## config.mk

```make
export PLATFORM = sky130hd
export DESIGN_NAME = uart_rx_frame_flat
export DESIGN_NICKNAME = d
export VERILOG_FILES = /design/src/rtl/uart_rx_if.sv /design/src/rtl/uart_rx_frame.sv /design/src/flat_wrapper.sv
export SDC_FILE = /design/constraint.sdc
export NUM_CORES = 1
export LEC_CHECK = 0
export CAP_MARGIN = 20
export CORE_AREA = 2 2 54 56
export DETAILED_ROUTE_END_ITERATION = 12
export DIE_AREA = 0 0 56 58
export PLACE_DENSITY = 0.77
export RECOVER_POWER = 50
export SLEW_MARGIN = 10
export SYNTH_ARGS = -nofsm -noshare
export SYNTH_HDL_FRONTEND = slang
export SYNTH_SLANG_ARGS = --single-unit
export TNS_END_PERCENT = 30
```

## constraint.sdc

```tcl
create_clock -name clk -period 2 [get_ports clk]
set_clock_uncertainty 0.1 [all_clocks]
set_input_delay 0.2 -clock clk [delete_from_list [all_inputs] [get_ports clk]]
set_output_delay 0.2 -clock clk [all_outputs]
set_load 0.005 [all_outputs]
```

## src/rtl/uart_rx_if.sv

```systemverilog
// uart_rx_if: serial line and received-character signals of uart_rx_frame.
// master drives the line (pad side), slave is the receiver.
interface uart_rx_if;
    logic       rx_in;
    logic [7:0] rx_data;
    logic       rx_valid;
    logic       parity_err;
    logic       frame_err;
    logic       rx_busy;
    modport master (output rx_in, input rx_data, rx_valid, parity_err, frame_err, rx_busy);
    modport slave (input rx_in, output rx_data, rx_valid, parity_err, frame_err, rx_busy);
endinterface

```

## src/rtl/uart_rx_frame.sv

```systemverilog
// uart_rx_frame: UART receiver, start + 8 data LSB-first + stop, mid-bit sampling.
// Define UART_RX_PARITY_EN to add an even-parity bit before the stop bit.
module uart_rx_frame #(
    parameter int CLKS_PER_BIT = 16
) (
    input logic     clk,
    input logic     rst,
    uart_rx_if.slave bus
);
    localparam int CNT_W = $clog2(CLKS_PER_BIT);
    localparam logic [CNT_W-1:0] HALF = CNT_W'(CLKS_PER_BIT / 2 - 1);
    localparam logic [CNT_W-1:0] LAST = CNT_W'(CLKS_PER_BIT - 1);

    typedef enum logic [2:0] {
        IDLE,
        START,
        DATA,
`ifdef UART_RX_PARITY_EN
        PARITY,
`endif
        STOP,
        BRK_WAIT
    } state_t;

    state_t           state;
    logic             rx_m;
    logic             rx_s;
    logic [CNT_W-1:0] cnt;
    logic [2:0]       idx;
    logic [7:0]       shreg;
    logic [7:0]       data_q;
    logic             valid_q;
    logic             ferr_q;
    logic             busy_q;
    logic             mid;

    assign mid = (cnt == LAST);

`ifdef UART_RX_PARITY_EN
    logic perr;
    logic perr_q;
    assign bus.parity_err = perr_q;
`else
    assign bus.parity_err = 1'b0;
`endif
    assign bus.rx_data   = data_q;
    assign bus.rx_valid  = valid_q;
    assign bus.frame_err = ferr_q;
    assign bus.rx_busy   = busy_q;

    always_ff @(posedge clk) begin
        if (rst) begin
            rx_m    <= 1'b1;
            rx_s    <= 1'b1;
            state   <= IDLE;
            cnt     <= '0;
            idx     <= '0;
            shreg   <= '0;
            data_q  <= '0;
            valid_q <= 1'b0;
            ferr_q  <= 1'b0;
            busy_q  <= 1'b0;
`ifdef UART_RX_PARITY_EN
            perr    <= 1'b0;
            perr_q  <= 1'b0;
`endif
        end else begin
            rx_m    <= bus.rx_in;
            rx_s    <= rx_m;
            valid_q <= 1'b0;
            case (state)
                // IDLE is only ever entered with rx_s high, so a low level here is the falling edge
                IDLE: begin
                    if (!rx_s) begin
                        state  <= START;
                        cnt    <= '0;
                        busy_q <= 1'b1;
                    end
                end
                START: begin
                    if (cnt == HALF) begin
                        cnt    <= '0;
                        idx    <= '0;
                        state  <= rx_s ? IDLE : DATA;
                        busy_q <= ~rx_s;
                    end else begin
                        cnt <= cnt + CNT_W'(1);
                    end
                end
                DATA: begin
                    if (mid) begin
                        cnt   <= '0;
                        shreg <= {rx_s, shreg[7:1]};
                        idx   <= idx + 3'd1;
`ifdef UART_RX_PARITY_EN
                        if (idx == 3'd7) state <= PARITY;
`else
                        if (idx == 3'd7) state <= STOP;
`endif
                    end else begin
                        cnt <= cnt + CNT_W'(1);
                    end
                end
`ifdef UART_RX_PARITY_EN
                PARITY: begin
                    if (mid) begin
                        cnt   <= '0;
                        perr  <= rx_s ^ (^shreg);
                        state <= STOP;
                    end else begin
                        cnt <= cnt + CNT_W'(1);
                    end
                end
`endif
                STOP: begin
                    if (mid) begin
                        cnt     <= '0;
                        valid_q <= 1'b1;
                        data_q  <= shreg;
                        ferr_q  <= ~rx_s;
`ifdef UART_RX_PARITY_EN
                        perr_q  <= perr;
`endif
                        state   <= rx_s ? IDLE : BRK_WAIT;
                        busy_q  <= ~rx_s;
                    end else begin
                        cnt <= cnt + CNT_W'(1);
                    end
                end
                // a held-low line reports one framing error, then waits for release
                BRK_WAIT: begin
                    if (rx_s) begin
                        state  <= IDLE;
                        busy_q <= 1'b0;
                    end
                end
                default: begin
                    state  <= IDLE;
                    busy_q <= 1'b0;
                end
            endcase
        end
    end
endmodule
```

## src/flat_wrapper.sv

```systemverilog
// flat-port wrapper written by rule: the top's interface ports become plain ports
module uart_rx_frame_flat 
#(
    parameter int CLKS_PER_BIT = 16
)
  (clk, rst, bus_rx_in, bus_rx_data, bus_rx_valid, bus_parity_err, bus_frame_err, bus_rx_busy);
  uart_rx_if bus_i ();
  input logic clk;
  input logic rst;
  input wire logic [$bits(bus_i.rx_in)-1:0] bus_rx_in;
  output wire logic [$bits(bus_i.rx_data)-1:0] bus_rx_data;
  output wire logic [$bits(bus_i.rx_valid)-1:0] bus_rx_valid;
  output wire logic [$bits(bus_i.parity_err)-1:0] bus_parity_err;
  output wire logic [$bits(bus_i.frame_err)-1:0] bus_frame_err;
  output wire logic [$bits(bus_i.rx_busy)-1:0] bus_rx_busy;
  assign bus_i.rx_in = bus_rx_in;
  assign bus_rx_data = bus_i.rx_data;
  assign bus_rx_valid = bus_i.rx_valid;
  assign bus_parity_err = bus_i.parity_err;
  assign bus_frame_err = bus_i.frame_err;
  assign bus_rx_busy = bus_i.rx_busy;
  uart_rx_frame #(.CLKS_PER_BIT(CLKS_PER_BIT)) u_core (.clk(clk), .rst(rst), .bus(bus_i));
endmodule
```

==> implementation parameters <==
Parameter                              Value

Status
  Result of the run ... finished, final reports clean

Die
  Horiz. Die Dim ... 56 um
  Overall die area ... roughly 0.0032 sq mm
  Core region area ... 0.00266 sq mm
  Top Ports ... 15
  Count of standard-cell rows ... 19
  Starting utilization of the core area ... 0.537
  Die extent in y ... 58 um

Setup path
  Chain of cells forming the critical path ... ha_1, and3_2, and3_1, buf_12, mux2i_1, nor2_1
  Largest stage delay on the critical path ... roughly 0.39 ns
  Setup slack, reg-to-reg ... 0.18 ns
  Critical-path maximum fanout ... 11
  Startpoint types ... register
  Kind of critical path ... register to register
  Kind of end point of the critical path ... register
  Critical Path RT ... about 2.1 ns
  Data arrival time of the critical path ... 1.92 ns
  Cell family with most CP delay ... simple AND/OR/NAND/NOR gates
  Critical path's slowest cell ... dfxtp_1
  Critical path buffer and inverter count ... 1

STA
  Final clock period utilization by the worst path ... 0.911
  Fmax ... 549 MHz
  Final number of setup-violating endpoints ... 0
  Sum Neg Setup Slack ... 0 ns
  Setup repair after global routing missed its margin ... false
  Max-slew headroom at the worst pin ... 0.510
  Max Transition Viols Final ... 0
  Worst hold margin ... 0.314 ns
  Minimum clock period after layout ... about 1.8 ns
  Number of endpoints with negative hold slack in the final report ... 0
  Slew at the pin closest to its max-slew limit ... approximately 0.74 ns

Placed design
  Final GP Congestion ... 0.834
  HPWL reported at the end of detailed placement ... 1820 um
  IO Port Bufs ... 13

Clocking
  Clock transition at the register clock pins on the worst setup and hold paths after CTS ... 0.10 ns
  H-tree level count ... 2
  Clock insertion delay at the later pin of the skew report ... approximately 0.33 ns
  Post-CTS setup-driven buffer insertion count ... 0
  CTS tree ... yes
  Clock sinks ... 31
  Hold-fix buffers at CTS ... 0
  Post-CTS resize count ... 0
  Number of CTS-inserted buffers ... 5
  Root buffer cell ... clkbuf_4
  Max Root-Sink Buffers ... 2

Yosys
  Yosys warnings ... 0
  Count of distinct cell types in the synthesized netlist ... 40
  Cell area after synthesis ... 0.00143 sq mm
  Total nets after synthesis ... 155
  Proportion of register bits with asynchronous set or reset after synthesis ... 0
  Post-synthesis instance total ... 149
  Seq cells post-synth ... 31
  Sequential-to-total area share from yosys stat ... 0.434
  Primary flip-flop cell chosen by synthesis mapping ... dfxtp_1
  Number of enable-type register cells in the synthesized netlist ... 0
  Avg Synthesized Cell Area ... 9.59 sq um

Global routing
  Global-route usage over all layers ... 0.177
  First-pass GRT wire length ... 4420 um
  Number of global-route vias before repair ... 994
  Maximum number of pins on one net before global-route repair ... 18
  Global route total overflow ... 0
  Initial antenna violation count ... 0

Cells and area
  Ratio of cells with drive above 1 in the final layout ... 0.134
  Post-layout nets ... ~170
  Most frequent standard cell in the layout excluding fill and tap cells ... dfxtp_1
  Commonest cells after routing, fill and taps aside ... dfxtp_1, nor2_1, mux2i_1
  Antenna cells ... 0
  Synth-to-layout area growth ... 14.2%
  End-of-flow core utilization ... 0.613

Pwr
  Power per unit of standard cell area ... 673 mW/mm^2
  Leakage power ... 0.622 nW
  Worst ir drop on vdd ... 0.575 mV

Detailed routing
  Drt first pass iters ... 4
  DRC violations left ... 0
  Routed len/inst ... 13.3 um
  Antenna Nets Post-Route ... 0
  Post-Route WL ... 2590 um
  1st-iter DRT viols ... 37
  Vias per std cell ... 5.64
  Detailed-route via count ... 1,099

Run
  Number of max-cap violations ... 0

Min path
  Type of the most critical hold path ... primary input to register
==> final timing paths <==
check | startpoint | endpoint | cells past startpoint
hold reg to reg | u_core.rx_m | u_core.rx_s | 1
setup reg to reg | u_core.cnt[0] | u_core.bus.rx_data[6] | 6
setup / recovery | u_core.cnt[0] | u_core.bus.rx_data[6] | 6
hold / removal | bus_rx_in | u_core.rx_m | 2
==> flip-flops by register name, summed over array words and instances, names as in the netlist <==
register              count
u_core.bus.rx_valid       1
u_core.rx_m               1
u_core.bus.rx_data        8
u_core.cnt                4
u_core.bus.frame_err      1
u_core.rx_s               1
u_core.shreg              8
u_core.idx                3
u_core.state              3
u_core.bus.rx_busy        1
==> worst reg2reg max path, stage by stage, from the launching register on <==
cell	delay, ns
dfxtp_1	0.39
ha_1	0.31
and3_2	0.26
and3_1	0.22
buf_12	0.16
mux2i_1	0.20
nor2_1	0.05
==> per-stage QoR <==
| stage | worst slack (ns) | instance area, sq um | total power [mW] | cells |
|---|---|---|---|---|
| after floorplan | 0.351 | 1430 | 0.673 | 149 |
| after global placement | 0.310 | 1570 | 0.687 | 187 |
| after detailed placement | 0.242 | 1570 | 0.689 | 187 |
| after CTS | 0.214 | 1640 | 1.11 | 195 |
| after global routing | 0.0248 | 1630 | 1.15 | 195 |
| final | 0.178 | 1630 | 1.10 | 195 |
==> cell families after synthesis <==
| group | after synthesis | share of synthesized area |
|---|---|---|
| AND/OR/NAND/NOR | 53 | 0.192 |
| flip-flops | 31 | 0.434 |
| AO/OA/AOI/OAI | 27 | 0.138 |
| multiplexers | 19 | 0.133 |
| buffers and inverters | 14 | 0.0674 |
| adder cells (fa/ha/maj) | 3 | 0.0263 |
| other | 1 | 0.00262 |
| XOR/XNOR | 1 | 0.00613 |
==> where the power goes <==
group	total, mW	switching (mW)	leakage, nW	internal, mW
clock network	0.426	0.220	0.0375	0.205
registers	0.627	0.00497	0.250	0.622
logic	0.0455	0.0245	0.335	0.0210
total	1.10	0.250	0.622	0.849
==> Yosys cell counts (2+ instances only) <==
cell / instances / area [sq um]
nand2b_1: 4 / 25.0
buf_2: 2 / 10.0
nand2_1: 3 / 11.3
and2b_1: 2 / 15.0
or2_2: 2 / 12.5
a21oi_1: 10 / 50.1
nor3b_1: 2 / 15.0
nor2b_1: 4 / 25.0
nor3_1: 2 / 10.0
mux2i_1: 19 / 190
dfxtp_1: 31 / 621
nor2_1: 22 / 82.6
nand3_1: 5 / 25.0
buf_6: 3 / 33.8
buf_4: 5 / 37.5
ha_1: 3 / 37.5
o21ai_0: 5 / 25.0
clkbuf_1: 3 / 11.3
==> layout make-up <==
cell class / count / area (sq um)
tap: 31 / 38.8
sequential: 31 / 621
multi-input combinational: 104 / 704
fill: 215 / 1030
inverter: 1 / 3.75
clock inverter: 1 / 7.51
timing repair buffer: 20 / 191
clock buffer: 7 / 65.1
==> routing by layer <==
layer,up-vias,share of wire,GRT usage
met5,-,0,0
met4,0,0.018,0.0850
met3,7,0.052,0.0603
met2,25,0.49,0.279
met1,522,0.43,0.220
li1,545,-,-
No activity file was read; power rests on OpenSTA's default activity.
